--- src/rtl/mdu_iter.sv ---
// rtl/mdu_iter.sv - iterative RV64M multiply/divide unit: shift-add multiply, restoring divide, 64 iterations
// Define MDU_MULH_EN to build MULH/MULHSU/MULHU with a 128-bit product register.
module mdu_iter #(
    parameter int XLEN = 64
) (
    input  logic            clk,
    input  logic            reset,
    input  logic            start,
    input  logic            kill,
    input  logic [2:0]      funct3,
    input  logic [XLEN-1:0] op_a,
    input  logic [XLEN-1:0] op_b,
    input  logic [4:0]      rd_in,
    output logic            busy,
    output logic            done,
    output logic [XLEN-1:0] result,
    output logic [4:0]      rd_out,
    output logic            illegal
);
`ifdef MDU_MULH_EN
    localparam int   PW      = 2 * XLEN;
    localparam logic MULH_EN = 1'b1;
`else
    localparam int   PW      = XLEN;
    localparam logic MULH_EN = 1'b0;
`endif
    localparam int            CW   = $clog2(XLEN);
    localparam logic [CW-1:0] LAST = CW'(XLEN - 1);
    localparam logic [XLEN-1:0] SMIN = {1'b1, {(XLEN-1){1'b0}}};

    typedef enum logic [1:0] {S_IDLE, S_RUN, S_DONE} state_t;

    state_t          state_q, state_d;
    logic [2:0]      f3_q;
    logic [4:0]      rd_q;
    logic            ill_q, sa_q, neg_q;
    logic [CW-1:0]   cnt_q;
    logic [PW-1:0]   a_q, acc_q;
    logic [XLEN-1:0] b_q, res_q;

    logic            mulh_in, dsgn_in, sa_in, sb_in, dzero_in, dovf_in, ill_in, fast_in, accept;
    logic [XLEN-1:0] a_abs, b_abs, fast_res;

    always_comb begin
        mulh_in  = !funct3[2] && (funct3[1:0] != 2'b00);
        dsgn_in  = funct3[2] && !funct3[0];
        sa_in    = op_a[XLEN-1] && (dsgn_in || funct3 == 3'b001 || funct3 == 3'b010);
        sb_in    = op_b[XLEN-1] && (dsgn_in || funct3 == 3'b001);
        a_abs    = sa_in ? -op_a : op_a;
        b_abs    = sb_in ? -op_b : op_b;
        dzero_in = funct3[2] && (op_b == '0);
        dovf_in  = dsgn_in && (op_a == SMIN) && (op_b == '1);
        ill_in   = mulh_in && !MULH_EN;
        fast_in  = dzero_in || dovf_in || ill_in;
        if (ill_in)
            fast_res = '0;
        else if (dzero_in)
            fast_res = funct3[1] ? op_a : '1;
        else
            fast_res = funct3[1] ? '0 : op_a;
        accept = (state_q == S_IDLE) && start && !kill;
    end

    // Divide keeps the dividend/quotient in a_q[XLEN-1:0] and the remainder in acc_q[XLEN-1:0].
    logic [PW-1:0]   acc_mul, prod;
    logic [XLEN:0]   rs;
    logic            ge;
    logic [XLEN-1:0] rem_nx, quo_nx, quo_f, rem_f, fin_res;

    always_comb begin
        acc_mul = acc_q + (b_q[0] ? a_q : '0);
        rs      = {acc_q[XLEN-1:0], a_q[XLEN-1]};
        ge      = rs >= {1'b0, b_q};
        rem_nx  = ge ? (rs[XLEN-1:0] - b_q) : rs[XLEN-1:0];
        quo_nx  = {a_q[XLEN-2:0], ge};
        prod    = neg_q ? -acc_mul : acc_mul;
        quo_f   = neg_q ? -quo_nx : quo_nx;
        rem_f   = sa_q ? -rem_nx : rem_nx;
        if (f3_q[2])
            fin_res = f3_q[1] ? rem_f : quo_f;
        else if (f3_q[1:0] != 2'b00)
            fin_res = prod[PW-1 -: XLEN];
        else
            fin_res = prod[XLEN-1:0];
    end

    always_ff @(posedge clk or posedge reset) begin
        if (reset)
            state_q <= S_IDLE;
        else
            state_q <= state_d;
    end

    always_comb begin
        state_d = state_q;
        case (state_q)
            S_IDLE: if (accept) state_d = fast_in ? S_DONE : S_RUN;
            S_RUN: begin
                if (kill)
                    state_d = S_IDLE;
                else if (cnt_q == LAST)
                    state_d = S_DONE;
            end
            S_DONE:  state_d = S_IDLE;
            default: state_d = S_IDLE;
        endcase
    end

    always_comb begin
        busy = (state_q != S_IDLE);
        done = (state_q == S_DONE);
    end

    always_ff @(posedge clk or posedge reset) begin
        if (reset) begin
            f3_q  <= '0;
            rd_q  <= '0;
            ill_q <= 1'b0;
            sa_q  <= 1'b0;
            neg_q <= 1'b0;
            cnt_q <= '0;
            a_q   <= '0;
            b_q   <= '0;
            acc_q <= '0;
            res_q <= '0;
        end else if (accept) begin
            f3_q  <= funct3;
            rd_q  <= rd_in;
            ill_q <= ill_in;
            sa_q  <= sa_in;
            neg_q <= sa_in ^ sb_in;
            cnt_q <= '0;
            a_q   <= PW'(a_abs);
            b_q   <= b_abs;
            acc_q <= '0;
            if (fast_in)
                res_q <= fast_res;
        end else if (state_q == S_RUN) begin
            cnt_q <= cnt_q + CW'(1);
            if (f3_q[2]) begin
                a_q   <= PW'(quo_nx);
                acc_q <= PW'(rem_nx);
            end else begin
                a_q   <= a_q << 1;
                acc_q <= acc_mul;
                b_q   <= b_q >> 1;
            end
            if (cnt_q == LAST && !kill)
                res_q <= fin_res;
        end
    end

    assign result  = res_q;
    assign rd_out  = rd_q;
    assign illegal = ill_q;

endmodule

--- config.mk ---
export PLATFORM = sky130hd
export DESIGN_NAME = mdu_iter
export DESIGN_NICKNAME = d
export VERILOG_FILES = /design/src/rtl/mdu_iter.sv
export SDC_FILE = /design/constraint.sdc
export NUM_CORES = 2
export LEC_CHECK = 0
export CORE_MARGIN = 4
export CORE_UTILIZATION = 49
export DETAILED_ROUTE_END_ITERATION = 7
export PLACE_DENSITY = 0.68
export SLEW_MARGIN = 20
export SYNTH_ARGS = -nofsm -noshare
export SYNTH_HDL_FRONTEND = slang
export SYNTH_SLANG_ARGS = --single-unit
export TNS_END_PERCENT = 20
--- constraint.sdc ---
create_clock -name clk -period 17.1 [get_ports clk]
set_input_delay 3.42 -clock clk [delete_from_list [all_inputs] [get_ports clk]]
set_output_delay 3.42 -clock clk [all_outputs]
set_load 0.02 [all_outputs]
# Word level (Yosys, flattened, before mapping)
# Index checks and enable logic that the tools add are counted.
# totals
ff_bits,275
out_inout_bits,72
wordCells,91
# op_classes
n_addsub,8
magnitude_cmp,1
n_eq_ne,11
muxes,33
n_bitwise,1
n_reduce_logical,26
# ops
cell,n
$mux W64,25
$neg A64 Y64,5
$eq A64 B64 Y1 const B,2
$ge A65 B64 Y1,1
$add A64 B64 Y64,1
$logic_not A64 Y1,1
$sub A64 B64 Y64,1
$mux W6,2
$logic_and A1 B1 Y1,10
$mux W2,4
$reduce_bool A2 Y1,4
$add A6 B1 Y6 const B,1
$eq A6 B6 Y1 const B,1
$logic_or A1 B1 Y1,4
$ne A2 B2 Y1 const B,2
$pmux W2 S2,1
$reduce_and A2 Y1,2
$eq A3 B1 Y1 const B,1
$eq A3 B2 Y1 const B,1
$logic_not A1 Y1,3
$ne A3 B3 Y1 const B,1
$reduce_and A3 Y1,1
$eq A2 B1 Y1 const B,1
$eq A2 B2 Y1 const B,1
4 further kinds,4

# Depth between registers and ports, before layout
# depth
depth_word,9
mapped_depth,28
mapped_depth_nobuf,24

# Worst setup path after synthesis
# Ideal clock, no wire load.
# synth_timing
path_type,input to register
start,input op_b[12]
end,"register res_q[55], in the netlist result[55]"
arrival_time_ps,6527
required_ps,17018
setup_slack_ps,10491
stages,12
path_buffers,3
path_cell_list,or4_1 -> or4_1 -> nor4_1 -> nand4_1 -> nor3_1 -> buf_2 -> buf_2 -> buf_2 -> o21ai_0 -> a21oi_1 -> nor3_1 -> a31oi_1
# synth_via
elab_chain_cells,6
elab_cells_between_ends,12
# synth_lines
item,line_no,text
from (decl),12,"input logic [XLEN-1:0] op_b,"
$eq A64 B64 Y1 or $logic_not A64 Y1 (tied branches),"52, 51",
$logic_and A1 B1 Y1 (on tied branches),"52, 51",
$logic_or A1 B1 Y1 or $mux W64 (tied branches),"54, 57",
$logic_or A1 B1 Y1 or $mux W64 (tied branches),"54, 55",
$ne A2 B2 Y1 (no line) or $mux W64 (tied branches),-,
$reduce_and A3 Y1 (no line) or $mux W64 (tied branches),-,
to (signal assigned),137,res_q <= fast_res;
to (signal assigned),149,res_q <= fin_res;
to (decl),39,"logic [XLEN-1:0] b_q, res_q;"
# Parallel ways exist; a longest one is shown, timed or not. The select of a mux whose other input is x is not followed.
# A chain may end at the register's enable or synchronous reset.

# Worst setup path in the final report
# layout_timing
start,input op_b[12]
end,"register res_q[0], in the netlist result[0]"
# The elaborated chain is that of the path after synthesis.

==> impl_metrics.py <==
metrics = {
    "status": {
        "outcome": "finished, final reports clean",
    },
    "detailed_routing": {
        "vias": 36647,
        "drt-vias-per-instance": 6.69,
        "ant_nets": 0,
        "drcViolationCount": 0,
        "drt_iter0_drc": 4658,
        "drt-wirelength-per-cell_um": 26.1,
        "finalWirelength_um": 143000,
        "dr.pass1.iters": 6,
    },
    "power_and_ir_drop": {
        "swShare_pct": 58.2,
        "comb_power_share_pct": 74.4,
        "max-vdd-ir-drop_mv": 0.132,
        "powerDensity_nw_per_um2": 232,
        "power_frac_seq_pct": 15.1,
        "finalPower_mw": 8.53,
        "power.leakage_nw": 14.3,
        "p_clk_share_pct": 10.5,
        "p_int_mw": 3.57,
        "p_sw_mw": 4.96,
    },
    "sta": {
        "finalCriticalPeriod_ns": 8.40,
        "worstMarginPinSlew_ns": 1.14,
        "finalHoldViolCount": 0,
        "worst_slack_ns": 8.70,
        "finalSetupTns_ns": 0,
        "rsz0062_at_grt": "false",
        "finalMaxSlewViolations": 0,
        "clock_skew_ns": 0.0424,
        "fmax_mhz": 119,
        "relSlewSlack_pct": 24.0,
        "min_period_over_period_pct": 49.1,
        "setup_viol": 0,
    },
    "critical_path": {
        "cp-end-kind": "flop",
        "critPathKind": "in2reg",
        "path_buf_inv": 4,
        "cp_max_fo": 66,
        "r2r_cells": 23,
        "regToRegStartpoint": "b_q[0]",
        "worst-path-stages": 13,
        "worst_ep_arrival_time_ns": 8.85,
        "path_delay_family": "simple AND/OR/NAND/NOR gates",
        "path_cells": "clkdlybuf4s50_1 -> or4_1 -> or4_1 -> nor4_1 -> nand4_1 -> nor3_2 -> buf_4 -> a211o_1 -> o21ai_4 -> inv_2 -> buf_4 -> o221ai_1 -> o21a_1",
        "cp.required_ns": 17.54,
        "worst_r2r_endpoint": "result[56]",
        "r2r_slack_ns": 9.68,
        "slowest_delay_ns": 0.69,
        "crit_start": "op_b[12]",
        "crit_slowest_cell": "buf_4",
        "worst_setup_path_start_kind": "primary input",
    },
    "global_route": {
        "grtUsageMet2_pct": 59.3,
        "top_usage_layer": "met2",
        "grt_pass1_vias": 33341,
        "groute.usage.overall_pct": 38.3,
        "grt_antenna_before_repair": 0,
        "use_met1_pct": 51.4,
        "grt_pass1_wl_um": 211000,
        "grt_util_met3_pct": 6.79,
        "grt_max_degree": 96,
        "grt-ovfl-total": 0,
    },
    "clock_tree": {
        "clock_sinks": 274,
        "hold_buffers": 0,
        "cts_tree": "built",
        "numCtsBuffers": 37,
        "cts-root-buf": "clkbuf_16",
        "cts_htree_levels": 2,
        "postCtsSetupBuffers": 0,
        "clk_path_buf_depth": 3,
        "post_cts_resized": 0,
        "clkSlewWorstSetupHoldPaths_ns": 0.06,
        "insertion_delay_ns": 0.59,
    },
    "hold_path": {
        "hp-class": "reg2reg",
        "min_to": "rd_out[1]",
        "min_from": "rd_out[1]",
        "hold_path_depth": 2,
    },
    "placed_design": {
        "dpl.hpwl_um": 112000,
        "gp_congestion": 1.04,
        "placed_area_um2": 35500,
        "pre_cts_slack_ns": 8.31,
        "port_buffers": 211,
    },
    "synthesis": {
        "syn_nets": 4853,
        "netlist_area_um2": 32900,
        "ys.flop_type": "dfrtp_1",
        "netlist_instances": 4576,
        "syn_avg_cell_area_um2": 7.20,
        "ys_seq_area_share_pct": 20.8,
        "synthArstFlopShare_pct": 100,
        "ys_warn_count": 0,
        "synth_cell_types": 113,
        "synth-edff-count": 0,
        "ys_ff_latch": 274,
    },
    "floorplan": {
        "start_util_pct": 49.7,
        "die_area_um2": 71400,
        "dieWidth_um": 267,
        "rows": 94,
        "fp.coreArea_um2": 66200,
        "ios": 212,
        "die_height_um": 267,
    },
    "cells_and_area": {
        "nets": 4858,
        "stdcell_area_um2": 36900,
        "final_layout_size_suffix_gt1_share_pct": 5.14,
        "area.growth.synth_to_final_pct": 11.9,
        "finish.utilization_pct": 55.7,
        "regArea_um2": 6870,
        "multiInputGateArea_um2": 24500,
        "fill_cells": 6507,
    },
    "run": {
        "cap_violations": 0,
    },
}
-- cell usage in the layout (no fill, tap or decap), types with 17 or more instances in the layout --
master / n
o41ai_1: 37
o21ai_1: 17
a211oi_1: 61
nand4_1: 87
clkdlybuf4s50_1: 211
nor3_1: 107
clkbuf_16: 39
a31oi_1: 51
xnor2_1: 204
a21o_1: 55
ha_1: 135
or3_1: 50
inv_1: 120
mux2i_1: 57
and2_1: 95
nand3_1: 166
maj3_1: 54
o211ai_1: 60
o31ai_1: 80
buf_4: 53
nand2b_1: 33
a21oi_1: 423
a22oi_1: 67
nor2_1: 402
or2_2: 21
nor2b_1: 20
and3_1: 47
or4_1: 35
nor4_1: 47
xor2_1: 154
nand2_1: 460
o21ai_0: 471
a221oi_1: 19
dfrtp_1: 271
o21a_1: 45
-- synth_stat cells (all sizes together), types with 52 or more instances --
| master | count | share of area [%] |
|---|---|---|
| a21o | 55 | 1.3 |
| a21oi | 429 | 6.6 |
| clkbuf | 238 | 2.7 |
| xor2 | 154 | 4.1 |
| mux2i | 57 | 1.7 |
| o31ai | 82 | 1.9 |
| and2 | 96 | 1.8 |
| a31oi | 52 | 0.99 |
| nor2 | 406 | 4.6 |
| inv | 125 | 1.4 |
| buf | 61 | 0.90 |
| dfrtp | 274 | 21 |
| nor3 | 110 | 1.7 |
| o21ai | 492 | 7.5 |
| xnor2 | 204 | 5.4 |
| a22oi | 67 | 1.5 |
| nand3 | 167 | 2.6 |
| a211oi | 63 | 1.5 |
| nor4 | 56 | 1.3 |
| nand2 | 461 | 5.3 |
| nand4 | 90 | 1.8 |
| ha | 135 | 5.1 |
| o211ai | 60 | 1.4 |
| maj3 | 54 | 1.6 |
-- worst min-delay path, cell delays in order, from the launching register on --
cell and delay [ns]:
dfrtp_1 0.34, nand2_1 0.05, nand2_1 0.05
-- final cells by class --
type                    instances  share of cell area [%]
clock buffers                  52                    3.13
flip-flops and latches        274                    18.6
diodes                          2                  0.0136
well taps                     864                    2.93
inverters                     126                    1.30
repair buffers                265                    6.86
clock inverters                15                   0.628
multi-input cells            3877                    66.5
-- through the flow --
| stage | hold WS, ns | cells |
|---|---|---|
| after floorplan | 0.450 | 4576 |
| after global placement | 0.459 | 5406 |
| final | 0.474 | 5475 |
| after CTS | 0.483 | 5473 |
| after detailed placement | 0.470 | 5406 |
| after global routing | 0.512 | 5473 |
-- flip-flops by register name (all words and copies together), names as in the netlist --
name and cells:
a_q 64, acc_q 64, b_q 64, result 64
cnt_q 6, rd_out 5, f3_q 2, state_q 2
illegal 1, neg_q 1, sa_q 1
-- logic make-up after synthesis --
kind of cell	count (synthesis)	synth area share [%]
mux	72	2.24
xor+xnor	358	9.52
flops	274	20.8
compound gates	1590	30.4
fa+ha+maj	191	6.89
buf+inv	425	5.06
simple gates	1666	25.1
-- layer usage --
metal | vias up | share of wire (%)
li1 | 16949 | -
met1 | 17506 | 41
met2 | 1837 | 44
met3 | 355 | 8.8
met4 | 0 | 6.2
met5 | - | 0
-- power by group through the flow --
stage / clock network (mW) / registers [mW] / logic [mW]
after floorplan: 0 / 1.14 / 4.32
after CTS: 0.901 / 1.28 / 6.17
final: 0.894 / 1.29 / 6.35
after global routing: 0.931 / 1.31 / 6.80
after global placement: 0 / 1.29 / 6.11
after detailed placement: 0 / 1.29 / 6.13
-- how the worst max path moves through the flow --
stage                end  slack (ns)
2_1_floorplan     a_q[0]        6.13
3_3_place_gp   result[0]        8.54
3_5_place_dp   result[0]        8.31
4_1_cts        result[0]        8.85
5_1_grt        result[0]        8.54
6_report       result[0]        8.70
No activity file was read; power rests on OpenSTA's default activity.
